### src/rtl/univ_shift_reg_pkg.sv
// univ_shift_reg_pkg: mode encodings shared by the universal shift register and its bench.
package univ_shift_reg_pkg;

    typedef enum logic [2:0] {
        MODE_HOLD = 3'd0,
        MODE_LOAD = 3'd1,
        MODE_SHL  = 3'd2,
        MODE_SHR  = 3'd3,
        MODE_ROTL = 3'd4,
        MODE_ROTR = 3'd5,
        MODE_ASR  = 3'd6,
        MODE_RSVD = 3'd7
    } mode_e;

    function automatic logic is_fill_shift(input logic [2:0] mode);
        return mode == MODE_SHL || mode == MODE_SHR;
    endfunction

endpackage

### src/rtl/sat_counter.sv
// sat_counter: valid-bit counter with clear, set-to-max, saturating increment and fill pulse.
module sat_counter #(
    parameter int MAX = 8
) (
    input  logic                       clk,
    input  logic                       rst_n,
    input  logic                       clr_i,
    input  logic                       set_i,
    input  logic                       inc_i,
    output logic [$clog2(MAX+1)-1:0]   cnt_o,
    output logic                       full_o,
    output logic                       done_o
);

    localparam int CW = $clog2(MAX + 1);
    localparam logic [CW-1:0] TOP   = CW'(MAX);
    localparam logic [CW-1:0] TOPM1 = CW'(MAX - 1);

    logic [CW-1:0] cnt_q, cnt_d;
    logic          done_q, done_d;

    always_comb begin
        cnt_d  = clr_i ? '0 : set_i ? TOP : (inc_i && cnt_q != TOP) ? cnt_q + 1'b1 : cnt_q;
        done_d = !clr_i && inc_i && cnt_q == TOPM1;
    end

    always_ff @(posedge clk or negedge rst_n) begin
        if (!rst_n) begin
            cnt_q  <= '0;
            done_q <= 1'b0;
        end else begin
            cnt_q  <= cnt_d;
            done_q <= done_d;
        end
    end

    assign cnt_o  = cnt_q;
    assign full_o = cnt_q == TOP;
    assign done_o = done_q;

endmodule

### src/rtl/univ_shift_reg.sv
// univ_shift_reg: universal shift register (load, shift, rotate, arithmetic shift) with fill tracking.
module univ_shift_reg
    import univ_shift_reg_pkg::*;
#(
    parameter int               WIDTH     = 8,
    parameter logic [WIDTH-1:0] RESET_VAL = '0
) (
    input  logic                       clk,
    input  logic                       rst_n,
    input  logic                       clr,
    input  logic                       en,
    input  logic [2:0]                 mode,
    input  logic [WIDTH-1:0]           D,
    input  logic                       sin_r,
    input  logic                       sin_l,
    output logic [WIDTH-1:0]           Q,
    output logic                       sout_l,
    output logic                       sout_r,
    output logic [$clog2(WIDTH+1)-1:0] cnt,
    output logic                       full,
    output logic                       done
);

    logic [WIDTH-1:0] q_q, q_d;
    logic             load, shift;

    always_comb begin
        load  = en && mode == MODE_LOAD;
        shift = en && is_fill_shift(mode);
        q_d   = clr                ? '0 :
                !en                ? q_q :
                mode == MODE_LOAD  ? D :
                mode == MODE_SHL   ? {q_q[WIDTH-2:0], sin_r} :
                mode == MODE_SHR   ? {sin_l, q_q[WIDTH-1:1]} :
                mode == MODE_ROTL  ? {q_q[WIDTH-2:0], q_q[WIDTH-1]} :
                mode == MODE_ROTR  ? {q_q[0], q_q[WIDTH-1:1]} :
                mode == MODE_ASR   ? {q_q[WIDTH-1], q_q[WIDTH-1:1]} :
                                     q_q;
    end

    always_ff @(posedge clk or negedge rst_n) begin
        if (!rst_n) q_q <= RESET_VAL;
        else        q_q <= q_d;
    end

    sat_counter #(.MAX(WIDTH)) u_cnt (
        .clk    (clk),
        .rst_n  (rst_n),
        .clr_i  (clr),
        .set_i  (load),
        .inc_i  (shift),
        .cnt_o  (cnt),
        .full_o (full),
        .done_o (done)
    );

    assign Q      = q_q;
    assign sout_l = q_q[WIDTH-1];
    assign sout_r = q_q[0];

endmodule
### config.mk
export PLATFORM = sky130hd
export DESIGN_NAME = univ_shift_reg
export DESIGN_NICKNAME = d
export VERILOG_FILES = /design/src/rtl/univ_shift_reg_pkg.sv /design/src/rtl/sat_counter.sv /design/src/rtl/univ_shift_reg.sv
export SDC_FILE = /design/constraint.sdc
export NUM_CORES = 1
export LEC_CHECK = 0
export CAP_MARGIN = 20
export CORE_MARGIN = 1.5
export CORE_UTILIZATION = 30
export CTS_CLUSTER_DIAMETER = 50
export DETAILED_ROUTE_END_ITERATION = 8
export GPL_TIMING_DRIVEN = 0
export SETUP_SLACK_MARGIN = 0.1
export SYNTH_ARGS = -nofsm -noshare
export SYNTH_HDL_FRONTEND = slang
export SYNTH_SLANG_ARGS = --single-unit
### constraint.sdc
create_clock -name clk -period 1.7 [get_ports clk]
set_clock_uncertainty 0.05 [all_clocks]
set_input_delay 0.34 -clock clk [delete_from_list [all_inputs] [get_ports clk]]
set_output_delay 0.34 -clock clk [all_outputs]
set_load 0.03 [all_outputs]
==> results.py <==
metrics = {
    "outcome": {
        "status": "completed",
    },
    "critical_path": {
        "cp-start-kind": "register",
        "worstSetupEndpointType": "primary output",
        "worstPathCellList": "inv_1 > ha_1 > nand2_2 > nor2_2 > buf_6",
        "crit_fanout": 5,
        "r2r_cells": 6,
        "critPathLaunch": "u_cnt.cnt_o[0]",
        "cpPeakStageDelay_ns": 0.42,
        "regToRegSetupSlack_ns": 0.34,
        "arrival_ns": 1.22,
        "timing.critical_path.buf_inv": 2,
        "crit_required_ns": 1.31,
        "timing.rr.end": "u_cnt.cnt_o[1]",
        "path_delay_family": "flip-flops",
        "worstSetupPathType": "reg2out",
        "path_depth": 5,
        "worst_path_max_delay_cell": "dfrtp_1",
        "r2r_start": "u_cnt.cnt_o[0]",
        "cp-endpoint": "full",
    },
    "logic_synthesis": {
        "syn_area_um2": 995,
        "synth_adder_area_share_pct": 2.52,
        "synth_compound_area_share_pct": 27.8,
        "synth_seq_cells": 13,
        "netlist.area_leader.share_pct": 32.7,
        "ys_types": 39,
        "yosys.area.top_type": "dfrtp_1",
        "synthesis.nets": 138,
        "synthCells": 119,
        "synth_top_family_by_area": "compound AO/OA/AOI/OAI gates",
        "yosysWarningCount": 0,
        "synthXorXnorAreaFrac_pct": 1.76,
        "yosys.area_share.simple_pct": 24.4,
        "yosys-top-cells-area": "dfrtp_1 33%, nand2_1 5.3%, o31ai_1 5.3%",
        "muxShareOfSynthArea_pct": 2.01,
        "seq_area_frac_synth_pct": 32.7,
        "synth.avg_cell_area_um2": 8.36,
    },
    "hold_path": {
        "min_path_type": "in2async",
    },
    "placed_design": {
        "portBuffers": 30,
        "dp_hpwl_um": 2030,
        "place_area_mm2": 0.00135,
        "gp_congestion": 0.851,
    },
    "clock_tree": {
        "htreeDepth": 1,
        "numCtsBuffers": 3,
        "cts.path.max_buffers": 2,
        "cts_num_sinks": 13,
        "holdBufCountCts": 0,
        "cts_tree": "done",
        "clkLatencyLatePin_ns": 0.28,
        "path_clk_slew_ns": 0.08,
        "cts_root_buf": "clkbuf_4",
    },
    "detailed_routing": {
        "drtPass1Iterations": 4,
        "drcViolationCount": 0,
        "ant_nets": 0,
        "drt_iter0_drc": 38,
        "drt-vias-per-instance": 5.11,
        "vias": 1032,
        "wirelength_um": 2660,
        "routedWlPerCell_um": 13.2,
    },
    "global_route": {
        "grt_pass1_vias": 929,
        "overflow": 0,
        "grt_pass1_wl_um": 4310,
        "antenna_found_initial": 0,
        "track_usage_pct": 15.9,
        "grt_max_degree": 14,
    },
    "power": {
        "p_leak_nw": 0.632,
        "ir_drop_uv": 367,
        "powerDensity_mw_per_mm2": 620,
    },
    "final_layout": {
        "syn_to_final_growth_pct": 41.4,
        "nets": 178,
        "diodes": 0,
        "drive_gt1_share_pct": 15.8,
        "fin_area_mm2": 0.00141,
        "utilization_pct": 45.3,
    },
    "timing": {
        "finalCritPeriodShare_pct": 94.4,
        "max_freq_ghz": 0.623,
        "relSlewSlack_pct": 59.5,
        "rsz0062_at_grt": "yes",
        "fin_crit_ns": 1.61,
        "finalSetupViolations": 0,
        "hold_viol_final": 0,
        "tightestPinTransition_ns": 0.605,
        "slew_violations": 0,
    },
    "floorplanning": {
        "ios": 33,
        "start_util_pct": 32.1,
        "rows": 20,
        "die_h_um": 60.6,
        "core_region_area_mm2": 0.00310,
        "die_w_um": 60.6,
        "die-area_mm2": 0.00367,
    },
    "flow_run": {
        "cap_violations": 0,
    },
}
==> cell families after synthesis <==
kind of cell | Yosys count
compound gates | 37
xor+xnor | 2
mux | 2
buf+inv | 14
simple gates | 49
flops | 13
fa+ha+maj | 2
==> flip-flops by register name (all words and copies together), names as in the netlist <==
signal	count
Q	8
u_cnt.cnt_o	4
u_cnt.done_o	1
==> worst min path at each step <==
stage / cells past startpoint / to / slack (ns) / start
3_5_place_dp: 1 / u_cnt.done_o / 0.45 / u_cnt.cnt_o[3]
2_1_floorplan: 0 / Q[0] / -0.006 / rst_n
5_1_grt: 1 / Q[7] / 0.43 / rst_n
3_3_place_gp: 1 / u_cnt.done_o / 0.45 / u_cnt.cnt_o[3]
6_report: 1 / Q[7] / 0.39 / rst_n
4_1_cts: 1 / Q[7] / 0.41 / rst_n
==> worst reg2reg max path, cell delays in order (launching register included) <==
cell	delay, ns
dfrtp_1	0.40
inv_1	0.06
ha_1	0.20
nand2_2	0.08
o211a_1	0.21
mux2i_1	0.20
nor2_1	0.05
==> per-layer routing <==
metal / GRT usage [%] / vias up / part of all wire, %
li1: - / 509 / -
met1: 20.5 / 492 / 46
met2: 26.6 / 26 / 48
met3: 2.77 / 5 / 4.0
met4: 5.90 / 0 / 1.6
met5: 0 / - / 0
==> through the flow <==
| step | hold WS, ns | setup WS [ns] | cells | setup TNS [ns] | power (mW) |
|---|---|---|---|---|---|
| global placement | 0.454 | -0.262 | 193 | -2.14 | 0.690 |
| finish | 0.387 | 0.0949 | 202 | 0 | 0.872 |
| global route | 0.429 | 0.0355 | 202 | 0 | 0.932 |
| CTS | 0.410 | 0.0607 | 198 | 0 | 0.875 |
| floorplan | -0.00559 | 0.189 | 119 | 0 | 0.557 |
| detailed placement | 0.452 | -0.267 | 193 | -2.21 | 0.692 |
==> repair_timing <==
action,4_1_cts,5_1_grt
endpoints found under the setup margin,24,7
resized for setup,28,5
setup buffers,1,4
pin swaps,2,0
==> where the power goes <==
part	internal (mW)	total [mW]	switching, mW
registers	0.332	0.362	0.0304
logic	0.138	0.313	0.174
clock network	0.0910	0.197	0.106
total	0.561	0.872	0.311
==> cell usage in the layout (no fill, tap or decap), types with 6 or more instances in the layout <==
cell type        count
nand2_1             13
dfrtp_1             13
clkdlybuf4s50_1     13
buf_4                9
nor2_1              12
dlygate4sd2_1       12
a21oi_1              6
o31ai_1              7
==> final cells by class <==
class | instances | area, um2
buffer | 10 | 77.6
clock buffer | 4 | 26.3
fill | 344 | 1700
inverter | 4 | 15.0
multi-input combinational | 92 | 587
sequential | 13 | 325
tap | 44 | 55.1
timing repair buffer | 35 | 320
==> synthesized netlist by cell type <==
cell	instances
and3_1	1
a31oi_4	1
clkbuf_1	2
or3_4	1
o31ai_1	7
and2_1	1
a21o_1	2
nor4b_1	1
a21oi_1	6
mux2i_1	2
buf_6	2
a221oi_1	1
or2_2	1
nand2b_1	4
a211oi_1	1
buf_4	5
o22ai_1	2
a2bb2oi_1	4
o21ai_1	1
inv_1	4
a32o_1	1
o21a_1	1
xnor2_1	1
o211a_1	1
ha_1	2
a32oi_1	2
o41ai_1	1
o21ai_0	4
o211ai_1	2
nand2_1	14
nand4_1	1
buf_2	1
nand3_1	4
nand3b_1	3
dfrtp_1	13
xor2_1	1
nor2_1	13
nor3_1	2
nor2b_1	3
No activity file was read; power rests on OpenSTA's default activity.
